===== src/rtl/hybrid_cache_line_ctrl.sv =====
// rtl/hybrid_cache_line_ctrl.sv - miss victim selection and fill/flush sequencing for a hybrid cache line array
module hybrid_cache_line_ctrl #(
  parameter int ADDRBITS   = 32,
  parameter int LSBBITS    = 7,
  parameter int MAXHITBITS = 8,
  parameter int NLINES     = 4,
  parameter int LINEBITS   = 2
) (
  input  logic                         clk,
  input  logic                         reset,
  input  logic [ADDRBITS-1:0]          dcache_rdaddr,
  input  logic                         dcache_rdreq,
  input  logic [ADDRBITS-1:0]          dcache_wraddr,
  input  logic                         dcache_wrreq,
  input  logic [ADDRBITS-1:0]          icache_rdaddr,
  input  logic                         icache_rdreq,
  input  logic [NLINES-1:0]            line_dcache_rdhit,
  input  logic [NLINES-1:0]            line_dcache_wrhit,
  input  logic [NLINES-1:0]            line_icache_rdhit,
  input  logic [NLINES*MAXHITBITS-1:0] line_hitcnt,
  input  logic [NLINES-1:0]            line_dirty,
  input  logic [NLINES-1:0]            line_ready,
  output logic [NLINES-1:0]            line_flush,
  output logic [NLINES-1:0]            line_fill,
  output logic [ADDRBITS-1:0]          line_new_region,
  output logic [LINEBITS-1:0]          mem_sel,
  output logic                         mem_sel_valid,
  input  logic                         flush_all_req,
  output logic                         flush_all_done,
  output logic                         ctrl_busy
);

  typedef enum logic [2:0] {
    IDLE, SELECT, ISSUE, WAIT_DROP, WAIT_READY, FA_SCAN, FA_ISSUE, FA_WAIT
  } state_t;

  state_t              state;
  logic [LINEBITS-1:0] scan_idx;
  logic [1:0]          wait_cnt;
  logic                dropped;
  logic                settle;

  logic                dmiss_rd, dmiss_wr, imiss;
  logic [ADDRBITS-1:0] miss_addr;
  logic [LINEBITS-1:0] victim;
  logic                victim_found;
  logic [MAXHITBITS-1:0] best_cnt;
  logic [NLINES-1:0]   sel_onehot, scan_onehot;
  logic                scan_last, fa_wait_done, fa_next;

  assign dmiss_rd = dcache_rdreq & ~|line_dcache_rdhit;
  assign dmiss_wr = dcache_wrreq & ~|line_dcache_wrhit;
  assign imiss    = icache_rdreq & ~|line_icache_rdhit;

  always_comb begin
    miss_addr = icache_rdaddr;
    if (dmiss_rd)      miss_addr = dcache_rdaddr;
    else if (dmiss_wr) miss_addr = dcache_wraddr;
  end

  // Strict less-than keeps the lowest index on ties.
  always_comb begin
    victim       = '0;
    victim_found = 1'b0;
    best_cnt     = '0;
    for (int i = 0; i < NLINES; i++) begin
      if (line_ready[i] &&
          (!victim_found || line_hitcnt[i*MAXHITBITS +: MAXHITBITS] < best_cnt)) begin
        victim       = LINEBITS'(i);
        victim_found = 1'b1;
        best_cnt     = line_hitcnt[i*MAXHITBITS +: MAXHITBITS];
      end
    end
  end

  assign sel_onehot   = {{(NLINES-1){1'b0}}, 1'b1} << mem_sel;
  assign scan_onehot  = {{(NLINES-1){1'b0}}, 1'b1} << scan_idx;
  assign scan_last    = (scan_idx == LINEBITS'(NLINES-1));
  // A scanned line is finished once it rose again, or it never dropped within the window.
  assign fa_wait_done = (state == FA_WAIT) &&
                        (dropped ? line_ready[scan_idx]
                                 : (line_ready[scan_idx] && wait_cnt == 2'd3));
  assign fa_next      = ((state == FA_SCAN) && !line_dirty[scan_idx]) || fa_wait_done;

  always_ff @(posedge clk or posedge reset) begin
    if (reset) begin
      state           <= IDLE;
      scan_idx        <= '0;
      wait_cnt        <= '0;
      dropped         <= 1'b0;
      settle          <= 1'b0;
      line_flush      <= '0;
      line_fill       <= '0;
      line_new_region <= '0;
      mem_sel         <= '0;
      mem_sel_valid   <= 1'b0;
      flush_all_done  <= 1'b0;
      ctrl_busy       <= 1'b0;
    end else begin
      line_flush     <= '0;
      line_fill      <= '0;
      flush_all_done <= 1'b0;
      case (state)
        IDLE: begin
          // Hit vectors lag a completed fill by a cycle, so skip one evaluation.
          if (settle) begin
            settle <= 1'b0;
          end else if (flush_all_req) begin
            scan_idx  <= '0;
            state     <= FA_SCAN;
            ctrl_busy <= 1'b1;
          end else if (dmiss_rd || dmiss_wr || imiss) begin
            line_new_region <= {miss_addr[ADDRBITS-1:LSBBITS], {LSBBITS{1'b0}}};
            state           <= SELECT;
            ctrl_busy       <= 1'b1;
          end
        end
        SELECT: begin
          if (victim_found) begin
            mem_sel <= victim;
            state   <= ISSUE;
          end
        end
        ISSUE: begin
          line_fill     <= sel_onehot;
          line_flush    <= line_dirty[mem_sel] ? sel_onehot : '0;
          mem_sel_valid <= 1'b1;
          wait_cnt      <= '0;
          state         <= WAIT_DROP;
        end
        WAIT_DROP: begin
          if (!line_ready[mem_sel]) begin
            state <= WAIT_READY;
          end else if (wait_cnt == 2'd3) begin
            mem_sel_valid <= 1'b0;
            ctrl_busy     <= 1'b0;
            settle        <= 1'b1;
            state         <= IDLE;
          end else begin
            wait_cnt <= wait_cnt + 2'd1;
          end
        end
        WAIT_READY: begin
          if (line_ready[mem_sel]) begin
            mem_sel_valid <= 1'b0;
            ctrl_busy     <= 1'b0;
            settle        <= 1'b1;
            state         <= IDLE;
          end
        end
        FA_SCAN: begin
          if (line_dirty[scan_idx] && line_ready[scan_idx]) state <= FA_ISSUE;
        end
        FA_ISSUE: begin
          line_flush    <= scan_onehot;
          mem_sel       <= scan_idx;
          mem_sel_valid <= 1'b1;
          wait_cnt      <= '0;
          dropped       <= 1'b0;
          state         <= FA_WAIT;
        end
        FA_WAIT: begin
          if (fa_wait_done)               mem_sel_valid <= 1'b0;
          else if (!dropped && !line_ready[scan_idx]) dropped <= 1'b1;
          else if (!dropped)              wait_cnt <= wait_cnt + 2'd1;
        end
        default: state <= IDLE;
      endcase
      if (fa_next) begin
        if (scan_last) begin
          flush_all_done <= 1'b1;
          ctrl_busy      <= 1'b0;
          settle         <= 1'b1;
          state          <= IDLE;
        end else begin
          scan_idx <= scan_idx + LINEBITS'(1);
          state    <= FA_SCAN;
        end
      end
    end
  end

endmodule


===== config.mk =====
export PLATFORM = sky130hd
export DESIGN_NAME = hybrid_cache_line_ctrl
export DESIGN_NICKNAME = d
export VERILOG_FILES = /design/src/rtl/hybrid_cache_line_ctrl.sv
export SDC_FILE = /design/constraint.sdc
export NUM_CORES = 1
export LEC_CHECK = 0
export BUFFER_PORTS_ARGS = -buffer_cell sky130_fd_sc_hd__buf_2
export CORE_ASPECT_RATIO = 1.75
export CORE_MARGIN = 2
export CORE_UTILIZATION = 30
export CTS_CLUSTER_SIZE = 30
export DETAILED_ROUTE_END_ITERATION = 10
export GPL_TIMING_DRIVEN = 0
export SKIP_LAST_GASP = 1
export SYNTH_ARGS = -nofsm -noshare
export SYNTH_HDL_FRONTEND = slang
export SYNTH_SLANG_ARGS = --single-unit

===== constraint.sdc =====
create_clock -name clk -period 2.8 [get_ports clk]
set_input_delay 0.42 -clock clk [delete_from_list [all_inputs] [get_ports clk]]
set_output_delay 0.42 -clock clk [all_outputs]
set_load 0.005 [all_outputs]

# [Yosys cells after proc, flatten, opt, wreduce, memory -nomap -nowiden]
# Index checks and enable logic that the tools add are counted.
[word_totals] ff_bits=47 latch_bits=0 ram_bits=0 rom_bits=0 in_bits=154 output_inout_bits=45 word_cells=163 mem_count=0
[op_classes] addsub=2 n_mul=0 div=0 n_lt_le_gt_ge=5 eq_ne=25 shift=2 mux=73 bitwise_logic=5 reduce_logical=39
[ops] op="32-bit two-way mux" n=2
[ops] op="1-bit two-way mux" n=31
[ops] op="3-bit two-way mux" n=10
[ops] op="2-bit two-way mux" n=13
[ops] op="8-bit < comparator" n=3
[ops] op="8-bit two-way mux" n=3
[ops] op="3-bit one-hot mux with 7 select lines" n=1
[ops] op="2-bit inequality test, second input constant" n=9
[ops] op="3-bit == test, second input constant" n=4
[ops] op="4-bit OR reduction" n=3
[ops] op="1-bit zero test" n=9
[ops] op="3-bit inequality test, second input constant" n=3
[ops] op="1-bit binary-select mux with 2-bit select" n=4
[ops] op="1-bit logical AND" n=8
[ops] op="4-bit two-way mux" n=2
[ops] op="4-bit inequality test, second input constant" n=2
[ops] op="4-bit one-hot mux with 2 select lines" n=1
[ops] op="8-bit nonzero test" n=1
[ops] op="1-bit by 2-bit << shifter with 4-bit output, first input constant" n=2
[ops] op="7-bit AND reduction" n=1
[ops] op="3-bit by 2-bit == test with 1-bit output, second input constant" n=2
[ops] op="1-bit logical OR" n=6
[ops] op="2-bit by 3-bit < comparator with 1-bit output, second input constant" n=2
[ops] op="1-bit one-hot mux with 3 select lines" n=2
[ops] op="21 further kinds" n=27

# [Depth between registers and ports, before layout]
[logic_depth] word_depth=16 ltp_mapped=23

# [Worst setup path after synthesis]
# OpenSTA, ideal clock, no wires.
[synth_timing] kind="input-to-reg" startpoint="input line_ready[0]" endpoint="register mem_sel[0]" arrival_time_ps=4885 required_time_ps=2705 path_slack_ps=-2181 cell_stages=22 cell_sequence="clkbuf_1 -> nand2_1 -> ha_1 -> a211oi_1 -> o21ai_0 -> a22oi_2 -> clkbuf_1 -> nor2_1 -> a21oi_1 -> ha_1 -> a21o_1 -> a21oi_1 -> o2111ai_1 -> o21ai_2 -> mux2_2 -> ha_1 -> a211o_1 -> a21oi_1 -> o21ai_0 -> o32ai_1 -> a31oi_1 -> o31ai_1"
[synth_via] elab_chain_cells=15
[synth_lines] element="from (decl)" line="22" source="input logic [NLINES-1:0] line_ready,"
[synth_lines] element="8-bit two-way mux or 1-bit two-way mux (tied branches)" line="67" source="if (line_ready[i] &&"
[synth_lines] element="8-bit < comparator or 1-bit zero test (tied branches)" line="68" source="(!victim_found || line_hitcnt[i*MAXHITBITS +: MAXHITBITS] < best_cnt)) begin"
[synth_lines] element="1-bit logical OR" line="68"
[synth_lines] element="1-bit logical AND" line="67"
[synth_lines] element="8-bit two-way mux or 1-bit two-way mux (tied branches)" line="67"
[synth_lines] element="8-bit < comparator or 1-bit zero test (tied branches)" line="68"
[synth_lines] element="1-bit logical OR" line="68"
[synth_lines] element="1-bit logical AND" line="67"
[synth_lines] element="8-bit two-way mux or 1-bit two-way mux (tied branches)" line="67"
[synth_lines] element="8-bit < comparator or 1-bit zero test (tied branches)" line="68"
[synth_lines] element="1-bit logical OR" line="68"
[synth_lines] element="1-bit logical AND" line="67"
[synth_lines] element="2-bit two-way mux or 1-bit two-way mux (tied branches)" line="67"
[synth_lines] element="2-bit two-way mux or 2-bit inequality test (tied branches)"
[synth_lines] element="2-bit one-hot mux with 2 select lines or 2-bit AND reduction (tied branches)"
[synth_lines] element="to (signal assigned)" line="120" source="mem_sel <= victim;"
[synth_lines] element="to (signal assigned)" line="156" source="mem_sel <= scan_idx;"
[synth_lines] element="to (decl)" line="26" source="output logic [LINEBITS-1:0] mem_sel,"
# Several ways; a longest one is shown, not always the timed one. The select of a mux whose other input is x is not followed.
# A chain may end at the register's enable or synchronous reset.

# [Worst setup path in the final report]
# Ends and elaborated chain as after synthesis.

==> impl_results.md <==
- Status: complete, but fails checks
- Failing checks: negative setup slack
- Synthesized area: 3550 µm²
- RePlAce Congestion: 0.9464
- Post-route cell area: 5366 µm²
- Ys Warns: 0
- Slew Limit Fails: 0
- Most frequent cells in the layout: buf_2, nor2_1, nand2_1
- Vias in the first global route: 3919
- Layout cells sized above 1: 0.4425
- CTS tree: done
- Sequential-to-total area share from yosys stat: 0.3313
- Startpoint type of the worst setup path: input pin
- Unique masters post-synth: 56
- Mapped Cells: 425
- Endpoints failing hold: 0
- I/O Pins: 199
- Cell area after placement: 4728 µm²
- Hold WC Path Type: input pin to async pin
- Leak: 2.605 nW
- Reg-to-reg startpoint: state[0]$_DFFE_PP0P_
- Post-route DRC: 0
- TritonRoute pass-1 iters: 6
- Critical Path RT: 2990 ps
- Post-synthesis register bit count: 47
- Final Cycle Share: 1.615
- Die Width: 86.23 µm
- Synth Area per Inst: 8.352 µm²
- WL/cell: 15.94 µm
- Final setup vio count: 2
- Number of synthesized flops with an enable pin: 0
- Via density per instance: 5.067
- Power, Total: 0.003283 W
- Fin util: 0.4634
- DR vias: 3856
- Largest net degree at the start of global routing: 32
- FF-to-FF End: state[0]$_DFFE_PP0P_
- RSZ-0062 raised after global routing: yes
- Diodes inserted: 0
- Pwr Density: 611.7 nW/µm²
- Final WL: 12130 µm
- Worst Tran Pin Value: 631.8 ps
- Asr flop ratio synth: 1.000
- Grt total ovfl: 0
- Worst skew pair latency: 290 ps
- Nets@finish: 805
- Layout Area Growth over Synthesis: 51.18%
- Setup WS post-layout: -1721 ps
- Initial DRC count: 140
- Worst setup EP type: flip-flop
- Initial antenna violation count: 0
- Crit path time final: 4521 ps
- Die height: 147.9 µm
- MaxCap Viol Count: 0
- Clock Skews: 7.487 ps
- Clock Sinks: 47
- Worst Path Class, Setup: input pin to flip-flop
- Clk buf depth: 2
- DIE AREA: 12750 µm²
- Worst vdd ir: 0.0002515 V
- Clock root buffer: clkbuf_16
- Worst hold slack: 104.9 ps
- GRT Overall Usage: 0.1821
- Peak Freq: 221.2 MHz
- Worst path arrival time: 4720 ps
- Worst setup startpoint: line_ready[0]
- Layout fillers: 1144
- Main synth FF type: dfrtp_1
- CP Max Fanout: 8
- First-pass GRT wire length: 18260 µm
- Setup crit end: mem_sel[0]$_DFFE_PP0P_
- CTS Buf Count: 5
- H-tree depth: 2
- Worst relative slew slack: 0.5772
- Clock Pin Slew Worst Setup and Hold Paths: 70 ps
- Most common cell after layout, fill and taps aside: buf_2
- ANT nets after route: 0
- R2R setup slack: 710 ps
- DP HPWL: 9562 µm
- Floorplan core area: 11580 µm²
- Floorplan row count: 52
- Initial core utilization: 0.3065
- IO buf count: 170
- R2R cell count: 6
metal layers:
metal  up-vias  GRT usage  wire length (µm)
li1       1897          -                 -
met1      1732     0.1654              4079
met2       196     0.3636              6545
met3        31    0.03015               927
met4         0     0.1008               582
met5         -          0                 0
area by class of cell:
cell class | count | area, µm² | area share
Multi-Input combinational cell | 339 | 2610 | 0.4864
Tap cell | 135 | 168.9 | 0.03148
Timing Repair Buffer | 187 | 1017 | 0.1896
Clock buffer | 7 | 142.6 | 0.02658
Clock inverter | 1 | 8.758 | 0.001632
Inverter | 18 | 67.56 | 0.01259
Sequential cell | 47 | 1176 | 0.2192
Buffer | 27 | 175.2 | 0.03264
synthesized netlist by cell type, drive strengths merged, types with 2 or more instances:
| library cell | n | share of area |
|---|---|---|
| nand4 | 3 | 0.0053 |
| o21ai | 39 | 0.056 |
| a22o | 4 | 0.0099 |
| nor3 | 2 | 0.0028 |
| inv | 18 | 0.019 |
| mux2 | 7 | 0.022 |
| o31ai | 4 | 0.012 |
| o21a | 3 | 0.0063 |
| nand2b | 5 | 0.0088 |
| nand3 | 5 | 0.0070 |
| buf | 11 | 0.020 |
| ha | 26 | 0.092 |
| a21oi | 46 | 0.066 |
| mux2i | 29 | 0.082 |
| a21o | 2 | 0.0042 |
| a211oi | 3 | 0.0063 |
| nor4 | 6 | 0.011 |
| and2 | 4 | 0.0071 |
| nor2b | 5 | 0.0088 |
| and3 | 4 | 0.0070 |
| dfrtp | 47 | 0.33 |
| o211ai | 5 | 0.011 |
| nor2 | 52 | 0.055 |
| clkbuf | 16 | 0.020 |
| a22oi | 3 | 0.0078 |
| mux4 | 3 | 0.020 |
| nand2 | 54 | 0.057 |
registers in the layout (all words and copies together), names as in the netlist:
| register | count |
|---|---|
| scan_idx | 2 |
| mem_sel_valid | 1 |
| wait_cnt | 2 |
| line_flush | 4 |
| settle | 1 |
| mem_sel | 2 |
| flush_all_done | 1 |
| dropped | 1 |
| state | 3 |
| ctrl_busy | 1 |
| line_new_region | 25 |
| line_fill | 4 |
per-stage QoR:
stage | setup TNS, ps | cells | setup WS (ps)
floorplan | -3139 | 431 | -1662
global placement | -5012 | 736 | -2601
detailed placement | -5152 | 737 | -2680
CTS | -3248 | 757 | -1653
global route | -3754 | 761 | -1887
finish | -3353 | 761 | -1721
timing repair:
item,4_1_cts,5_1_grt
pin swaps,23,23
setup buffers,11,4
setup endpoints to repair,2,2
hold buffers,0,0
gates resized for setup,31,32
gates cloned,1,0
how the worst min path moves through the flow:
stage,depth (start not counted),to,slack (ps)
6_report,2,line_flush[2]$_DFF_PP0_,100
3_5_place_dp,2,line_fill[2]$_DFF_PP0_,430
2_1_floorplan,2,line_new_region[10]$_DFFE_PP0P_,470
3_3_place_gp,2,line_new_region[23]$_DFFE_PP0P_,460
4_1_cts,2,line_fill[2]$_DFF_PP0_,110
5_1_grt,2,wait_cnt[0]$_DFFE_PP0P_,150
critical path: stages:
cell	delay, ps
buf_8	80
clkbuf_16	160
nand2_1	90
ha_1	300
nor2_2	150
nor3b_2	70
a22oi_2	240
clkbuf_8	230
nor2_4	40
a21oi_4	210
ha_4	250
a21o_1	180
a21oi_4	180
o2111ai_4	170
o21ai_4	190
buf_12	150
mux2_4	320
ha_4	220
a211o_1	310
a21oi_2	130
o21ai_2	100
o32ai_2	210
a31oi_1	70
o31ai_1	230
report_power, final:
group	total [W]	switching, W	internal (W)
logic	0.00161	0.000847	0.000765
registers	0.00106	0.000160	0.000902
clock network	0.000608	0.000251	0.000357
logic make-up after synthesis:
kind of cell | Yosys count | share of synthesized area
buffers and inverters | 45 | 0.05957
AND/OR/NAND/NOR | 149 | 0.1914
adder cells (fa/ha/maj) | 26 | 0.09165
flip-flops | 47 | 0.3313
XOR/XNOR | 1 | 0.002468
other | 1 | 0.001056
multiplexers | 39 | 0.1241
AO/OA/AOI/OAI | 117 | 0.1985
Power figures use the tool's default switching activity.
